==> src/rtl/life_pkg.sv <==
// life_pkg: shared constants and state encoding for the Game of Life generation sequencer
package life_pkg;
  localparam int ROWS = 30;
  localparam int COLS = 40;
  localparam int ADDR_W = 5;
  localparam int GEN_W = 16;
  localparam int LIVE_MIN = 2;
  localparam int LIVE_MAX = 3;
  localparam int BIRTH = 3;
  typedef enum logic [2:0] {
    S_IDLE,
    S_PRIME,
    S_READ,
    S_LOAD,
    S_WRITE,
    S_YIELD,
    S_DONE
  } state_t;
endpackage

==> src/rtl/life_row_eval.sv <==
// life_row_eval: next-generation value of one board row from its three-row neighbourhood
module life_row_eval
  import life_pkg::*;
(
  input  logic [COLS-1:0] above,
  input  logic [COLS-1:0] cur,
  input  logic [COLS-1:0] below,
  output logic [COLS-1:0] next
);
  logic [COLS-1:0] a_lo, a_hi, c_lo, c_hi, b_lo, b_hi;
  assign a_lo = above << 1;
  assign a_hi = above >> 1;
  assign c_lo = cur << 1;
  assign c_hi = cur >> 1;
  assign b_lo = below << 1;
  assign b_hi = below >> 1;
  for (genvar i = 0; i < COLS; i++) begin : g_col
    logic [3:0] n;
    assign n = 4'(a_lo[i]) + 4'(above[i]) + 4'(a_hi[i]) + 4'(c_lo[i]) + 4'(c_hi[i])
             + 4'(b_lo[i]) + 4'(below[i]) + 4'(b_hi[i]);
    assign next[i] = cur[i] ? (n >= 4'(LIVE_MIN) && n <= 4'(LIVE_MAX)) : (n == 4'(BIRTH));
  end
endmodule

==> src/rtl/life_gen_sequencer.sv <==
// life_gen_sequencer: in-place generation sweep over the board RAM, yielding the port to the draw scanner between rows
module life_gen_sequencer
  import life_pkg::*;
(
  input  logic              clk,
  input  logic              reset,
  input  logic              start,
  input  logic              draw_req,
  output logic              draw_gnt,
  output logic              busy,
  output logic              done,
  output logic [GEN_W-1:0]  gen_count,
  output logic [ADDR_W-1:0] ram_addr,
  output logic [COLS-1:0]   ram_wdata,
  output logic              ram_wren,
  input  logic [COLS-1:0]   ram_q
);
  state_t state;
  logic [ADDR_W-1:0] r;
  logic [COLS-1:0] above, cur, below, next;
  logic pend, last;
  assign last = r == ADDR_W'(ROWS - 1);
  life_row_eval u_eval (
    .above(above),
    .cur(cur),
    .below(below),
    .next(next)
  );
  // RAM port and handshake outputs decoded from the current state
  always_comb begin
    draw_gnt = !reset && draw_req && (state == S_IDLE || state == S_YIELD);
    busy = state != S_IDLE;
    done = state == S_DONE;
    ram_wren = state == S_WRITE;
    ram_wdata = ram_wren ? next : '0;
    ram_addr = state == S_READ ? (last ? '0 : r + 1'b1) : state == S_WRITE ? r : '0;
  end
  // Row sweep: prime row 0, then read-ahead / load / write-back per row with a sliding window
  always_ff @(posedge clk or posedge reset)
    if (reset) begin
      state <= S_IDLE;
      r <= '0;
      above <= '0;
      cur <= '0;
      below <= '0;
      pend <= 1'b0;
      gen_count <= '0;
    end else
      case (state)
        S_IDLE:
          if ((start || pend) && !draw_req) begin
            r <= '0;
            above <= '0;
            pend <= 1'b0;
            state <= S_PRIME;
          end else if (start) pend <= 1'b1;
        S_PRIME: state <= S_READ;
        S_READ: begin
          if (r == '0) cur <= ram_q;
          state <= S_LOAD;
        end
        S_LOAD: begin
          below <= last ? '0 : ram_q;
          state <= S_WRITE;
        end
        S_WRITE: begin
          above <= cur;
          cur <= below;
          r <= r + 1'b1;
          state <= last ? S_DONE : draw_req ? S_YIELD : S_READ;
        end
        S_YIELD: if (!draw_req) state <= S_READ;
        S_DONE: begin
          gen_count <= gen_count + 1'b1;
          state <= S_IDLE;
        end
        default: state <= S_IDLE;
      endcase
endmodule
==> config.mk <==
export PLATFORM = sky130hd
export DESIGN_NAME = life_gen_sequencer
export DESIGN_NICKNAME = d
export VERILOG_FILES = /design/src/rtl/life_pkg.sv /design/src/rtl/life_row_eval.sv /design/src/rtl/life_gen_sequencer.sv
export SDC_FILE = /design/constraint.sdc
export NUM_CORES = 1
export LEC_CHECK = 0
export ABC_AREA = 1
export CAP_MARGIN = 20
export CELL_PAD_IN_SITES_DETAIL_PLACEMENT = 1
export CELL_PAD_IN_SITES_GLOBAL_PLACEMENT = 1
export CORE_MARGIN = 2
export CORE_UTILIZATION = 45
export DETAILED_ROUTE_END_ITERATION = 10
export DONT_BUFFER_PORTS = 1
export GPL_TIMING_DRIVEN = 0
export HOLD_SLACK_MARGIN = 0.12
export PLACE_DENSITY_LB_ADDON = 0.1
export RECOVER_POWER = 25
export SLEW_MARGIN = 10
export SYNTH_ARGS = -nofsm -noshare
export SYNTH_HDL_FRONTEND = slang
export SYNTH_HIERARCHICAL = 1
export SYNTH_SLANG_ARGS = --single-unit
export TNS_END_PERCENT = 5
==> constraint.sdc <==
create_clock -name clk -period 14.95 [get_ports clk]
set_input_delay 2.99 -clock clk [delete_from_list [all_inputs] [get_ports clk]]
set_output_delay 2.99 -clock clk [all_outputs]
set_load 0.1 [all_outputs]
==> metrics.md <==
| Metric | Value |
|---|---|
| Run status | complete, but fails checks |
| Failing checks | max-capacitance violations, max-slew violations |
| Die width | roughly 180 µm |
| Finished Layout Cells | around 2300 |
| Final GP Congestion | between 0.7 and 0.8 |
| Final wirelength | 35.6 mm |
| Core footprint | about 31000 µm² |
| Number of hold buffers added after CTS | 0 |
| Final count of hold timing violations | 0 |
| Multi-input combinational cell area | ~8600 µm² |
| Leading area contributor after synthesis | sky130_fd_sc_hd__dfrtp_1 |
| Nets | 2200 |
| Number of buffers and inverters on the critical path | 4 |
| Share of the yosys chip area belonging to registers | 0.253 |
| Worst path arrival time | 4360 ps |
| Total gr overflow | 0 |
| Levels on crit path | 13 |
| Crit-path max cell delay | roughly 800 ps |
| Setup crit end kind | primary output |
| Share of flip-flops with an asynchronous set or reset | 1.00 |
| Cell types occupying the most area after synthesis | sky130_fd_sc_hd__dfrtp_1 (25%), sky130_fd_sc_hd__fa_1 (22%), sky130_fd_sc_hd__inv_1 (14%) |
| Filler cell count | ~3900 |
| Buffers inserted by post-CTS timing repair | 0 |
| HPWL Detailed | 29.0 mm |
| Synth Flop Type | sky130_fd_sc_hd__dfrtp_1 |
| DRC violation total after the first TritonRoute iteration | between 300 and 400 |
| Number of enable flip-flop cells after synthesis | 0 |
| Share of cells above drive strength 1 | 0.0699 |
| Chip height | around 180 µm |
| Avg Inst Size Synth | 7.75 µm² |
| Sum of negative setup slack | 0 ps |
| Via count | between 10000 and 15000 |
| Series of cell instances along the critical path | inv_1 > fa_1 > fa_1 > fa_1 > inv_1 > ha_1 > inv_1 > fa_1 > nor2_2 > nand2_1 > nor2_1 > inv_1 > nor2_2 |
| Routed length per placed instance | between 15 and 20 µm |
| Initial DRT Pass Iterations | 4 |
| CTS buffer count | 17 |
| Final Max Slew Viols | 42 |
| Number of cells on the worst hold path | 2 |
| Slowest cell on the critical path | sky130_fd_sc_hd__nor2_2 |
| Kind of start point of the critical path | register |
| Setup CP Type | reg -> out |
| Longest Clk Path Bufs | 2 |
| Total GRT Usage | 0.230 |
| Unrepaired setup endpoints after global routing | no |
| Worst-margin pin slew | between 2000 and 2500 ps |
| Reg area | approximately 3600 µm² |
| Sink count of the clock tree | 145 |
| Maximum fanout count along the critical path | 4 |
| Final setup margin | 7600 ps |
| Layout overhead on the synthesized area | 9.33% |
| Initial antenna violation count | 1 |
| Starting Density | 0.455 |
| I/O pin cnt | around 110 |
| Fraction of post-synthesis cell area in the top cell type by area | 0.253 |
| Post-synthesis instance total | ~1900 |
| Number of synthesized register bits | 145 |
| Final critical-path required period | about 7300 ps |
| Diodes inserted | 0 |
| Top Family by Delay on Critical Path | adder cells |
| DRC violations left | 0 |
| Via density per instance | 4.89 |
| Highest clock frequency the design can meet | 136 MHz |
| Number of levels the H-tree was split into | 4 |
| Count of instances resized after the clock tree is built | 0 |
| Worst hold slack across all endpoints | 510 ps |
| Clk Latency, worst-skew pair | about 430 ps |
| Row cnt | 65 |
| Netlist area before placement | approximately 14000 µm² |
| Number of synthesis warnings | 6 |
| Number of routed nets with antenna violations | 0 |
| Largest net degree at the start of global routing | 105 |
| Wire length of the first global-routing pass | just over 60 mm |
| Most frequent cells in the layout | sky130_fd_sc_hd__inv_1 (520), sky130_fd_sc_hd__nand2_1 (365), sky130_fd_sc_hd__fa_1 (157) |
| Floorplan die area | around 33000 µm² |
| Number of unique standard cell types used by synthesis | 32 |
| Count of max-cap constraint violations | 1 |
| Worst slew margin | -0.355 |
| Clock edge transition at the registers on the reported setup and hold paths | around 70 ps |
| Number of global-route vias before repair | 12600 |
| TritonCTS clock tree | done |
| CTS root buf | sky130_fd_sc_hd__clkbuf_16 |
| Post-Place Cells | around 2300 |
| Reg2reg path depth | 8 |
| Placement Setup Slack | a little under 8000 ps |
| I/O Buffers | 0 |
| Final setup violation count | 0 |
| Setup skew after layout | about 13 ps |
| Syn nets | approximately 2200 |
| Required @ worst endpoint | roughly 12000 ps |
| Most common cell after layout, fill and taps aside | sky130_fd_sc_hd__inv_1 |
| Period utilisation layout | 0.491 |
| HP Class | reg -> reg |
==> worst register-to-register path, stage by stage (launching register included) <==
cell,delay [ps]
sky130_fd_sc_hd__dfrtp_1,330
sky130_fd_sc_hd__clkbuf_1,310
sky130_fd_sc_hd__inv_1,100
sky130_fd_sc_hd__nand2_1,810
sky130_fd_sc_hd__inv_2,70
sky130_fd_sc_hd__nand3_1,220
sky130_fd_sc_hd__buf_2,320
sky130_fd_sc_hd__nand3_1,130
sky130_fd_sc_hd__nand2_1,80
==> flip-flops by register name (all words and copies together) (netlist names) <==
signal / cells
above: 40
below: 40
cur: 40
gen_count: 16
pend: 1
r: 5
state: 3
==> worst paths after layout <==
check	startpoint	to	slack, ps
worst min register to register	cur[33]	above[33]	510
worst max-delay path	cur[29]	ram_wdata[30]	7600
worst max register to register	state[2]	above[21]	12530
max in group asynchronous	reset	gen_count[2]	10780
worst min-delay path	cur[33]	above[33]	510
min in group asynchronous	reset	above[32]	2960
==> cell families (layout without fill, tap and decap cells) <==
logic type,after synthesis,in the layout,synth area share
flops,145,145,0.253
buf+inv,578,616,0.154
xor+xnor,14,14,0.00856
fa+ha+maj,281,281,0.328
simple gates,710,710,0.209
compound gates,122,122,0.0468
==> final cells by class <==
cell class / instances / area share
Multi-Input combinational cell: 1127 / 0.549
Sequential cell: 145 / 0.232
Inverter: 525 / 0.126
Tap cell: 402 / 0.0321
Clock buffer: 18 / 0.0274
Buffer: 53 / 0.0153
Timing Repair Buffer: 6 / 0.0105
Clock inverter: 14 / 0.00767
==> routing by layer <==
metal,share of wire,GRT usage,vias up
met5,0,0,-
met4,0.011,0.0435,0
met3,0.041,0.0481,23
met2,0.51,0.420,105
met1,0.43,0.283,5582
li1,-,-,5493
==> stage by stage <==
step	instance area, µm²	utilization
2_1_floorplan	14300	-
3_3_place_gp	14800	0.471
3_5_place_dp	15100	0.481
6_report	15700	0.498
4_1_cts	15700	0.498
5_1_grt	15700	0.498
==> cell usage after synthesis (9+ instances only) <==
cell / number
sky130_fd_sc_hd__inv_1: 521
sky130_fd_sc_hd__nand2_1: 365
sky130_fd_sc_hd__fa_1: 157
sky130_fd_sc_hd__nand3_1: 154
sky130_fd_sc_hd__dfrtp_1: 145
sky130_fd_sc_hd__nor2_1: 145
sky130_fd_sc_hd__ha_1: 124
sky130_fd_sc_hd__o21ai_0: 76
sky130_fd_sc_hd__buf_2: 31
sky130_fd_sc_hd__clkbuf_1: 19
sky130_fd_sc_hd__a21boi_0: 17
sky130_fd_sc_hd__or2_0: 17
sky130_fd_sc_hd__a21oi_1: 11
sky130_fd_sc_hd__nor2_2: 9
Power is left out: the tool's default activity adds up to more than one toggle a clock period on the data nets, which glitch-free logic cannot reach.
